===== src/rtl/brc_serial_cmp_if.sv =====
// rtl/brc_serial_cmp_if.sv - request/result handshake bundle for the digit-serial comparator
interface brc_serial_cmp_if #(
    parameter int WIDTH = 32
);
    logic             i_valid;
    logic             o_ready;
    logic [WIDTH-1:0] i_a;
    logic [WIDTH-1:0] i_b;
    logic             i_unsigned;
    logic             o_valid;
    logic             i_ready;
    logic             o_less;
    logic             o_equal;
    logic [WIDTH-1:0] o_slt;

    modport master (
        output i_valid, i_a, i_b, i_unsigned, i_ready,
        input  o_ready, o_valid, o_less, o_equal, o_slt
    );

    modport slave (
        input  i_valid, i_a, i_b, i_unsigned, i_ready,
        output o_ready, o_valid, o_less, o_equal, o_slt
    );
endinterface


===== src/rtl/brc_serial_cmp.sv =====
// rtl/brc_serial_cmp.sv - MSB-first digit-serial signed/unsigned comparator; BRC_EARLY_EXIT_EN stops at first differing digit
module brc_serial_cmp #(
    parameter int WIDTH = 32,
    parameter int DIGIT = 4
) (
    input  logic i_clk,
    input  logic i_reset,
    brc_serial_cmp_if.slave cmp
);
    localparam int NDIG = WIDTH / DIGIT;
    localparam int CW   = (NDIG > 1) ? $clog2(NDIG) : 1;
    localparam logic [CW-1:0] LAST = CW'(NDIG - 1);
    localparam logic [WIDTH-1:0] SIGN_MASK = {1'b1, {(WIDTH-1){1'b0}}};
`ifdef BRC_EARLY_EXIT_EN
    localparam bit EARLY_EXIT = 1'b1;
`else
    localparam bit EARLY_EXIT = 1'b0;
`endif

    typedef enum logic [1:0] {
        IDLE = 2'd0,
        SCAN = 2'd1,
        DONE = 2'd2
    } state_t;

    state_t           state_q, state_d;
    logic [CW-1:0]    cnt_q;
    logic [WIDTH-1:0] a_q, b_q;
    logic             decided_q;
    logic             less_q;
    logic             equal_q;

    logic [DIGIT-1:0] digit_a, digit_b;
    logic             differ;
    logic             accept;
    logic             last;

    // Operands shift left each SCAN cycle, so the digit under test is always the top one
    assign digit_a = a_q[WIDTH-1 -: DIGIT];
    assign digit_b = b_q[WIDTH-1 -: DIGIT];
    assign differ  = (digit_a != digit_b);
    assign last    = (cnt_q == LAST);
    assign accept  = (state_q == IDLE) && cmp.i_valid;

    always_comb begin
        state_d = state_q;
        case (state_q)
            IDLE: if (cmp.i_valid) state_d = SCAN;
            SCAN: if (last || (EARLY_EXIT && differ)) state_d = DONE;
            DONE: if (cmp.i_ready) state_d = IDLE;
            default: state_d = IDLE;
        endcase
    end

    always_ff @(posedge i_clk) begin
        if (i_reset) begin
            state_q <= IDLE;
        end else begin
            state_q <= state_d;
        end
    end

    always_ff @(posedge i_clk) begin
        if (i_reset) begin
            cnt_q     <= '0;
            a_q       <= '0;
            b_q       <= '0;
            decided_q <= 1'b0;
            less_q    <= 1'b0;
            equal_q   <= 1'b0;
        end else if (accept) begin
            // Flipping both sign bits maps two's-complement order onto unsigned order
            a_q       <= cmp.i_a ^ (cmp.i_unsigned ? '0 : SIGN_MASK);
            b_q       <= cmp.i_b ^ (cmp.i_unsigned ? '0 : SIGN_MASK);
            cnt_q     <= '0;
            decided_q <= 1'b0;
            less_q    <= 1'b0;
            equal_q   <= 1'b1;
        end else if (state_q == SCAN) begin
            if (differ && !decided_q) begin
                less_q    <= (digit_a < digit_b);
                equal_q   <= 1'b0;
                decided_q <= 1'b1;
            end
            a_q <= a_q << DIGIT;
            b_q <= b_q << DIGIT;
            if (state_d == SCAN) cnt_q <= cnt_q + 1'b1;
        end
    end

    assign cmp.o_ready = (state_q == IDLE);
    assign cmp.o_valid = (state_q == DONE);
    assign cmp.o_less  = less_q;
    assign cmp.o_equal = equal_q;
    assign cmp.o_slt   = {{(WIDTH-1){1'b0}}, less_q};
endmodule


===== src/flat_wrapper.sv =====
// flat-port wrapper written by rule: the top's interface ports become plain ports
module brc_serial_cmp_flat 
#(
    parameter int WIDTH = 32,
    parameter int DIGIT = 4
)
  (i_clk, i_reset, cmp_i_valid, cmp_i_a, cmp_i_b, cmp_i_unsigned, cmp_i_ready, cmp_o_ready, cmp_o_valid, cmp_o_less, cmp_o_equal, cmp_o_slt);
  brc_serial_cmp_if #(.WIDTH(WIDTH)) cmp_i ();
  input  logic i_clk;
  input  logic i_reset;
  input wire logic [$bits(cmp_i.i_valid)-1:0] cmp_i_valid;
  input wire logic [$bits(cmp_i.i_a)-1:0] cmp_i_a;
  input wire logic [$bits(cmp_i.i_b)-1:0] cmp_i_b;
  input wire logic [$bits(cmp_i.i_unsigned)-1:0] cmp_i_unsigned;
  input wire logic [$bits(cmp_i.i_ready)-1:0] cmp_i_ready;
  output wire logic [$bits(cmp_i.o_ready)-1:0] cmp_o_ready;
  output wire logic [$bits(cmp_i.o_valid)-1:0] cmp_o_valid;
  output wire logic [$bits(cmp_i.o_less)-1:0] cmp_o_less;
  output wire logic [$bits(cmp_i.o_equal)-1:0] cmp_o_equal;
  output wire logic [$bits(cmp_i.o_slt)-1:0] cmp_o_slt;
  assign cmp_i.i_valid = cmp_i_valid;
  assign cmp_i.i_a = cmp_i_a;
  assign cmp_i.i_b = cmp_i_b;
  assign cmp_i.i_unsigned = cmp_i_unsigned;
  assign cmp_i.i_ready = cmp_i_ready;
  assign cmp_o_ready = cmp_i.o_ready;
  assign cmp_o_valid = cmp_i.o_valid;
  assign cmp_o_less = cmp_i.o_less;
  assign cmp_o_equal = cmp_i.o_equal;
  assign cmp_o_slt = cmp_i.o_slt;
  brc_serial_cmp #(.WIDTH(WIDTH), .DIGIT(DIGIT)) u_core (.i_clk(i_clk), .i_reset(i_reset), .cmp(cmp_i));
endmodule

===== config.mk =====
export PLATFORM = sky130hd
export DESIGN_NAME = brc_serial_cmp_flat
export DESIGN_NICKNAME = d
export VERILOG_FILES = /design/src/rtl/brc_serial_cmp_if.sv /design/src/rtl/brc_serial_cmp.sv /design/src/flat_wrapper.sv
export SDC_FILE = /design/constraint.sdc
export NUM_CORES = 1
export LEC_CHECK = 0
export CORE_MARGIN = 2
export CORE_UTILIZATION = 43
export DETAILED_ROUTE_END_ITERATION = 12
export GPL_ROUTABILITY_DRIVEN = 0
export GPL_TIMING_DRIVEN = 0
export HOLD_SLACK_MARGIN = 0.08
export PLACE_DENSITY = 0.77
export SLEW_MARGIN = 20
export SYNTH_ARGS = -nofsm -noshare
export SYNTH_HDL_FRONTEND = slang
export SYNTH_SLANG_ARGS = --single-unit
export TNS_END_PERCENT = 5

===== constraint.sdc =====
create_clock -name i_clk -period 2.3 [get_ports i_clk]
set_clock_uncertainty 0.1 [all_clocks]
set_input_delay 0.46 -clock i_clk [delete_from_list [all_inputs] [get_ports i_clk]]
set_output_delay 0.46 -clock i_clk [all_outputs]
set_load 0.01 [all_outputs]

# Yosys cells after proc, flatten, opt, wreduce, memory -nomap -nowiden
# Index checks and enable logic that the tools add are counted.
# Widths: inputs -> output; s select.
[totals]
regBits = 72
in_bits = 69
out_inout_bits = 36
[classes]
add_sub_neg = 1
n_lt_le_gt_ge = 1
n_eq_ne = 5
muxes = 12
bitwise = 2
reduce_logical = 10
[op_table]
columns = ["operator", "n"]
rows = [
  ["$mux 32", 5],
  ["$xor 32x32->32", 2],
  ["$mux 2", 3],
  ["$pmux 2 s3", 1],
  ["$reduce_and 2->1", 3],
  ["$eq 2x1->1 const B", 2],
  ["$lt 4x4->1", 1],
  ["$ne 4x4->1", 1],
  ["$reduce_bool 2->1", 2],
  ["$add 3x1->3 const B", 1],
  ["$eq 3x3->1 const B", 1],
  ["$mux 1", 3],
  ["$eq 2x2->1 const B", 1],
  ["$logic_and 1x1->1", 2],
  ["$logic_not 2->1", 1],
  ["$reduce_or 2->1", 1],
  ["$logic_not 1->1", 1],
]

# Depth between registers and ports, before layout
[depth]
depth_word = 5
ltp_mapped = 6
ltp_nobuf = 6

# Least setup slack after synthesis
# No wires, ideal clock.
[synth_path]
kind = "in2reg"
from = "input cmp_i_valid"
to = "register u_core.b_q[10]"
setup_ps = 132
t_arrival_ps = 1138
required_time_ps = 2068
setup_slack_ps = 929
cell_stages = 5
path_buffers = 2
path_cell_list = "nor3b_4 > buf_6 > buf_4 > a22oi_1 > a21oi_1"
[synth_between]
elab_chain_len = 2
word_cells_on_any_way = 3
classes_between = "mux: 1; reduce/logical: 2"
[synth_rtl]
columns = ["element", "line_no", "text"]
rows = [
  ["start, declared", "flat_wrapper.sv:11", "input wire logic [$bits(cmp_i.i_valid)-1:0] cmp_i_valid;"],
  ["$logic_and 1x1->1 (*)", "brc_serial_cmp.sv:43", "assign accept = (state_q == IDLE) && cmp.i_valid;"],
  ["$mux 32 / $reduce_bool 2->1 (equally long branches)", "-", ""],
  ["end signal, assigned", "brc_serial_cmp.sv:74", "b_q <= cmp.i_b ^ (cmp.i_unsigned ? '0 : SIGN_MASK);"],
  ["end signal, assigned", "brc_serial_cmp.sv:86", "b_q <= b_q << DIGIT;"],
  ["end, declared", "brc_serial_cmp.sv:28", "logic [WIDTH-1:0] a_q, b_q;"],
]
# Every way passes the cells marked *; elsewhere a longest branch is shown, timed or not.
# A chain may end at the register's enable or synchronous reset.

# Final worst setup path
[layout_path]
from = "register u_core.state_q[1]"
to = "output cmp_o_valid"
[layout_between]
elab_chain_len = 1
[layout_rtl]
columns = ["element", "line_no", "text"]
rows = [
  ["start, declared", "brc_serial_cmp.sv:26", "state_t state_q, state_d;"],
  ["start signal, assigned", "brc_serial_cmp.sv:59", "state_q <= state_d;"],
  ["$eq 2x2->1", "brc_serial_cmp.sv:92", "assign cmp.o_valid = (state_q == DONE);"],
  ["end, declared", "flat_wrapper.sv:17", "output wire logic [$bits(cmp_i.o_valid)-1:0] cmp_o_valid;"],
]
# Every way passes these cells.

==> flow_summary.rst <==
.. list-table::
   :header-rows: 1

   * - Metric
     - Value
   * - Status
     - finished, final reports clean
   * - Cells taking the most area after synthesis
     - sky130_fd_sc_hd__dfxtp_1 44%, sky130_fd_sc_hd__a22oi_1 13%, sky130_fd_sc_hd__a21oi_1 11%
   * - First-pass DRT Iterations
     - 4
   * - Achievable Freq
     - 458.6 MHz
   * - Die Area
     - just over 0.008 mm2
   * - Count of input and output buffers
     - 73
   * - Count of max-cap constraint violations
     - 0
   * - Clock tree from TritonCTS
     - done
   * - Die Height
     - 90.81 um
   * - Worst path setup slack after routing
     - 0.1196 ns
   * - Cell total after placement
     - 575
   * - Unrepaired setup endpoints after global routing
     - no
   * - Number of buffers created by CTS
     - 9
   * - Count of non-filler cells in the finished layout
     - roughly 590
   * - Synth area leader
     - sky130_fd_sc_hd__dfxtp_1
   * - Rel. slew slack
     - between 60% and 70%
   * - Sum of routed wire length over all layers
     - 7632 um
   * - Count of yosys warnings during synthesis
     - 0
   * - Netlist Area Pre-Place
     - 0.003241 mm2
   * - Fraction of post-synthesis cell area in the top cell type by area
     - roughly 44%
   * - Detailed placement HPWL
     - roughly 5700 um
   * - Commonest cells in the netlist
     - 72 x sky130_fd_sc_hd__dfxtp_1, 69 x sky130_fd_sc_hd__a21oi_1, 68 x sky130_fd_sc_hd__nand2_1
   * - Clock latency on the worst-skew pair
     - 0.35 ns
   * - Number of H-tree levels
     - 3
   * - Postcts setup bufs
     - 0
   * - Worst IR Drop VDD
     - 0.4240 mV
   * - Worst setup path class
     - flop to output port
   * - Main synth FF type
     - sky130_fd_sc_hd__dfxtp_1
   * - Worst-case reg-to-reg path depth
     - 5
   * - Pin count of the biggest net entering global routing
     - 13
   * - Boundary Pins
     - 105
   * - Die boundary width
     - roughly 91 um
   * - Number of gates resized after CTS
     - 0
   * - Met1 Use GR
     - ~22%
   * - Clock transition at path regs
     - 0.07 ns
   * - Violation count after the first detailed-route iteration
     - roughly 120
   * - Synth unique cells
     - 27
   * - DRC violation count after routing
     - 0
   * - Starting density of the core
     - 44.44%
   * - Final count of negative-setup-slack endpoints
     - 0
   * - Number of fill cells
     - between 600 and 700
   * - Total congestion overflow after global routing
     - 0
   * - Part of the Yosys area used for sequential elements
     - between 40% and 50%
   * - GRT Util Overall
     - 18.79%
   * - Std cell rows
     - 31
   * - Tightest Pin Transition
     - around 0.51 ns
   * - Layout area overhead
     - 36.95%
   * - Via count of the first global-routing pass
     - approximately 2800
   * - Hold bufs inserted after CTS
     - 0
   * - Final period util
     - 94.80%
   * - GR met2 Demand/Resource
     - between 30% and 40%
   * - Worst EP required
     - 1.74 ns
   * - Power, Total
     - slightly above 3 mW
   * - Synth Area per Inst
     - approximately 8.7 um2
   * - Initial antenna violation count
     - 0
   * - Number of enable-type register cells in the synthesized netlist
     - 0
   * - Layer with the highest usage after global routing
     - met2
   * - Count of mapped cells out of synthesis
     - 373
   * - Count of endpoints failing hold in the final timing report
     - 0
   * - Maximum buffer depth of the clock tree
     - 2
   * - Type of element launching the critical path
     - flop
   * - Biggest fanout along the worst timing path
     - 7
   * - Setup crit end kind
     - output port
   * - Met3 track utilization from global routing
     - 6.761%
   * - Worst hold slack after final layout
     - 0.3565 ns
   * - Ant diodes
     - 0
   * - Core Region
     - 0.007292 mm2
   * - Antenna-violating nets left
     - 0
   * - Power density over cell area
     - 695.1 mW/mm2
   * - Max-slew violation total from the final report
     - 0
   * - WHS Path Cells
     - 2
   * - Leakage component of the power
     - 1.749 nW
   * - Most repeated cell in the gate-level netlist after synthesis
     - sky130_fd_sc_hd__dfxtp_1
   * - Net count, final
     - 562
   * - TritonCTS sink count
     - 72
   * - Clock Root Buffer
     - sky130_fd_sc_hd__clkbuf_8
   * - Wirelength per Cell
     - 12.91 um
   * - Via count
     - approximately 3000
   * - Synthesized flop and latch total
     - 72
   * - Wire length of the first global-routing pass
     - 12560 um
   * - Setup slack at placement
     - 0.1081 ns
   * - Hold WC Path Type
     - flop to flop
   * - Drt via density
     - roughly 5
   * - Fraction of registers with async set/reset
     - 0%
   * - Arrival time worst endpoint
     - approximately 1.6 ns
   * - Fraction of final layout cells with drive strength greater than 1
     - about 15%
   * - Summed negative setup slack over all endpoints
     - 0 ns
   * - Final period demand of the worst path
     - between 2 and 2.5 ns
[registers in the layout, indices dropped and copies added, names as in the netlist]
name / cells
u_core.a_q: 32
u_core.b_q: 32
u_core.cmp.o_equal: 1
u_core.cmp.o_less: 1
u_core.cnt_q: 3
u_core.decided_q: 1
u_core.state_q: 2
[layout by cell type, fill, tap and decap left out]
master	instances
sky130_fd_sc_hd__clkdlybuf4s50_1	73
sky130_fd_sc_hd__dfxtp_1	72
sky130_fd_sc_hd__a21oi_1	69
sky130_fd_sc_hd__nand2_1	68
sky130_fd_sc_hd__a22oi_1	57
sky130_fd_sc_hd__buf_4	40
sky130_fd_sc_hd__conb_1	31
sky130_fd_sc_hd__clkbuf_8	11
sky130_fd_sc_hd__nor2_1	8
sky130_fd_sc_hd__clkbuf_1	8
sky130_fd_sc_hd__nand3_1	8
sky130_fd_sc_hd__buf_6	7
sky130_fd_sc_hd__ha_1	6
sky130_fd_sc_hd__inv_1	5
sky130_fd_sc_hd__buf_2	4
sky130_fd_sc_hd__nor2b_1	3
sky130_fd_sc_hd__xnor2_1	3
sky130_fd_sc_hd__o21ai_0	2
sky130_fd_sc_hd__or2_2	2
sky130_fd_sc_hd__bufinv_16	2
sky130_fd_sc_hd__clkinv_2	2
sky130_fd_sc_hd__nor3b_4	1
sky130_fd_sc_hd__and2b_4	1
sky130_fd_sc_hd__nor2_4	1
sky130_fd_sc_hd__nand2b_1	1
sky130_fd_sc_hd__or2_1	1
sky130_fd_sc_hd__nand4_1	1
sky130_fd_sc_hd__nand3b_2	1
sky130_fd_sc_hd__o211ai_1	1
sky130_fd_sc_hd__nand3b_4	1
sky130_fd_sc_hd__a21oi_2	1
sky130_fd_sc_hd__clkinv_4	1
[routing by layer]
metal	routed length, um	vias up
met5	0	-
met4	70	0
met3	579	9
met2	3777	90
met1	3204	1345
li1	-	1469
[final cells by class]
type                            count  area, um2  area share, %
Multi-Input combinational cell    267       1464          32.99
Sequential cell                    72       1441          32.48
Timing Repair Buffer               73      730.7          16.46
Buffer                             59      429.2          9.670
Clock buffer                       11      151.4          3.411
Tap cell                           99      123.9          2.791
Clock inverter                      5      78.83          1.776
Inverter                            5      18.77         0.4229
[through the flow]
step | util [%] | instance area [um2]
2_1_floorplan | - | 3353
3_3_place_gp | 57.70 | 4208
3_5_place_dp | 57.70 | 4208
4_1_cts | 60.86 | 4438
5_1_grt | 60.86 | 4438
6_report | 60.86 | 4438
[power breakdown]
group          internal (mW)  leakage [nW]  switching (mW)
clock network          0.668         0.119           0.476
registers               1.33         0.591          0.0489
logic                  0.298          1.04           0.263
total                   2.30          1.75           0.788
[final timing paths]
kind	startpoint	endpoint	slack, ns
setup reg to reg	u_core.state_q[1]$_SDFF_PP0_	u_core.b_q[27]$_SDFFE_PP0P_	0.78
hold / removal	u_core.b_q[22]$_SDFFE_PP0P_	u_core.b_q[22]$_SDFFE_PP0P_	0.36
setup / recovery	u_core.state_q[1]$_SDFF_PP0_	cmp_o_valid	0.12
hold reg to reg	u_core.b_q[22]$_SDFFE_PP0P_	u_core.b_q[22]$_SDFFE_PP0P_	0.36
[worst max-delay path: stages, from the launching register on]
cell and delay, ns:
sky130_fd_sc_hd__dfxtp_1 0.45, sky130_fd_sc_hd__nor2b_1 0.24, sky130_fd_sc_hd__clkdlybuf4s50_1 0.57
[cells by family after synthesis]
logic type / count (synthesis) / synth area share (%)
AOI/OAI and AO/OA: 130 / 24.67
and+or+nand+nor: 97 / 13.78
DFF: 72 / 44.48
buffers and inverters: 64 / 13.82
adders and majority gates: 6 / 2.317
xor gates and xnor gates: 3 / 0.8110
other: 1 / 0.1157
Note: power is estimated with default switching activity, not from simulation.
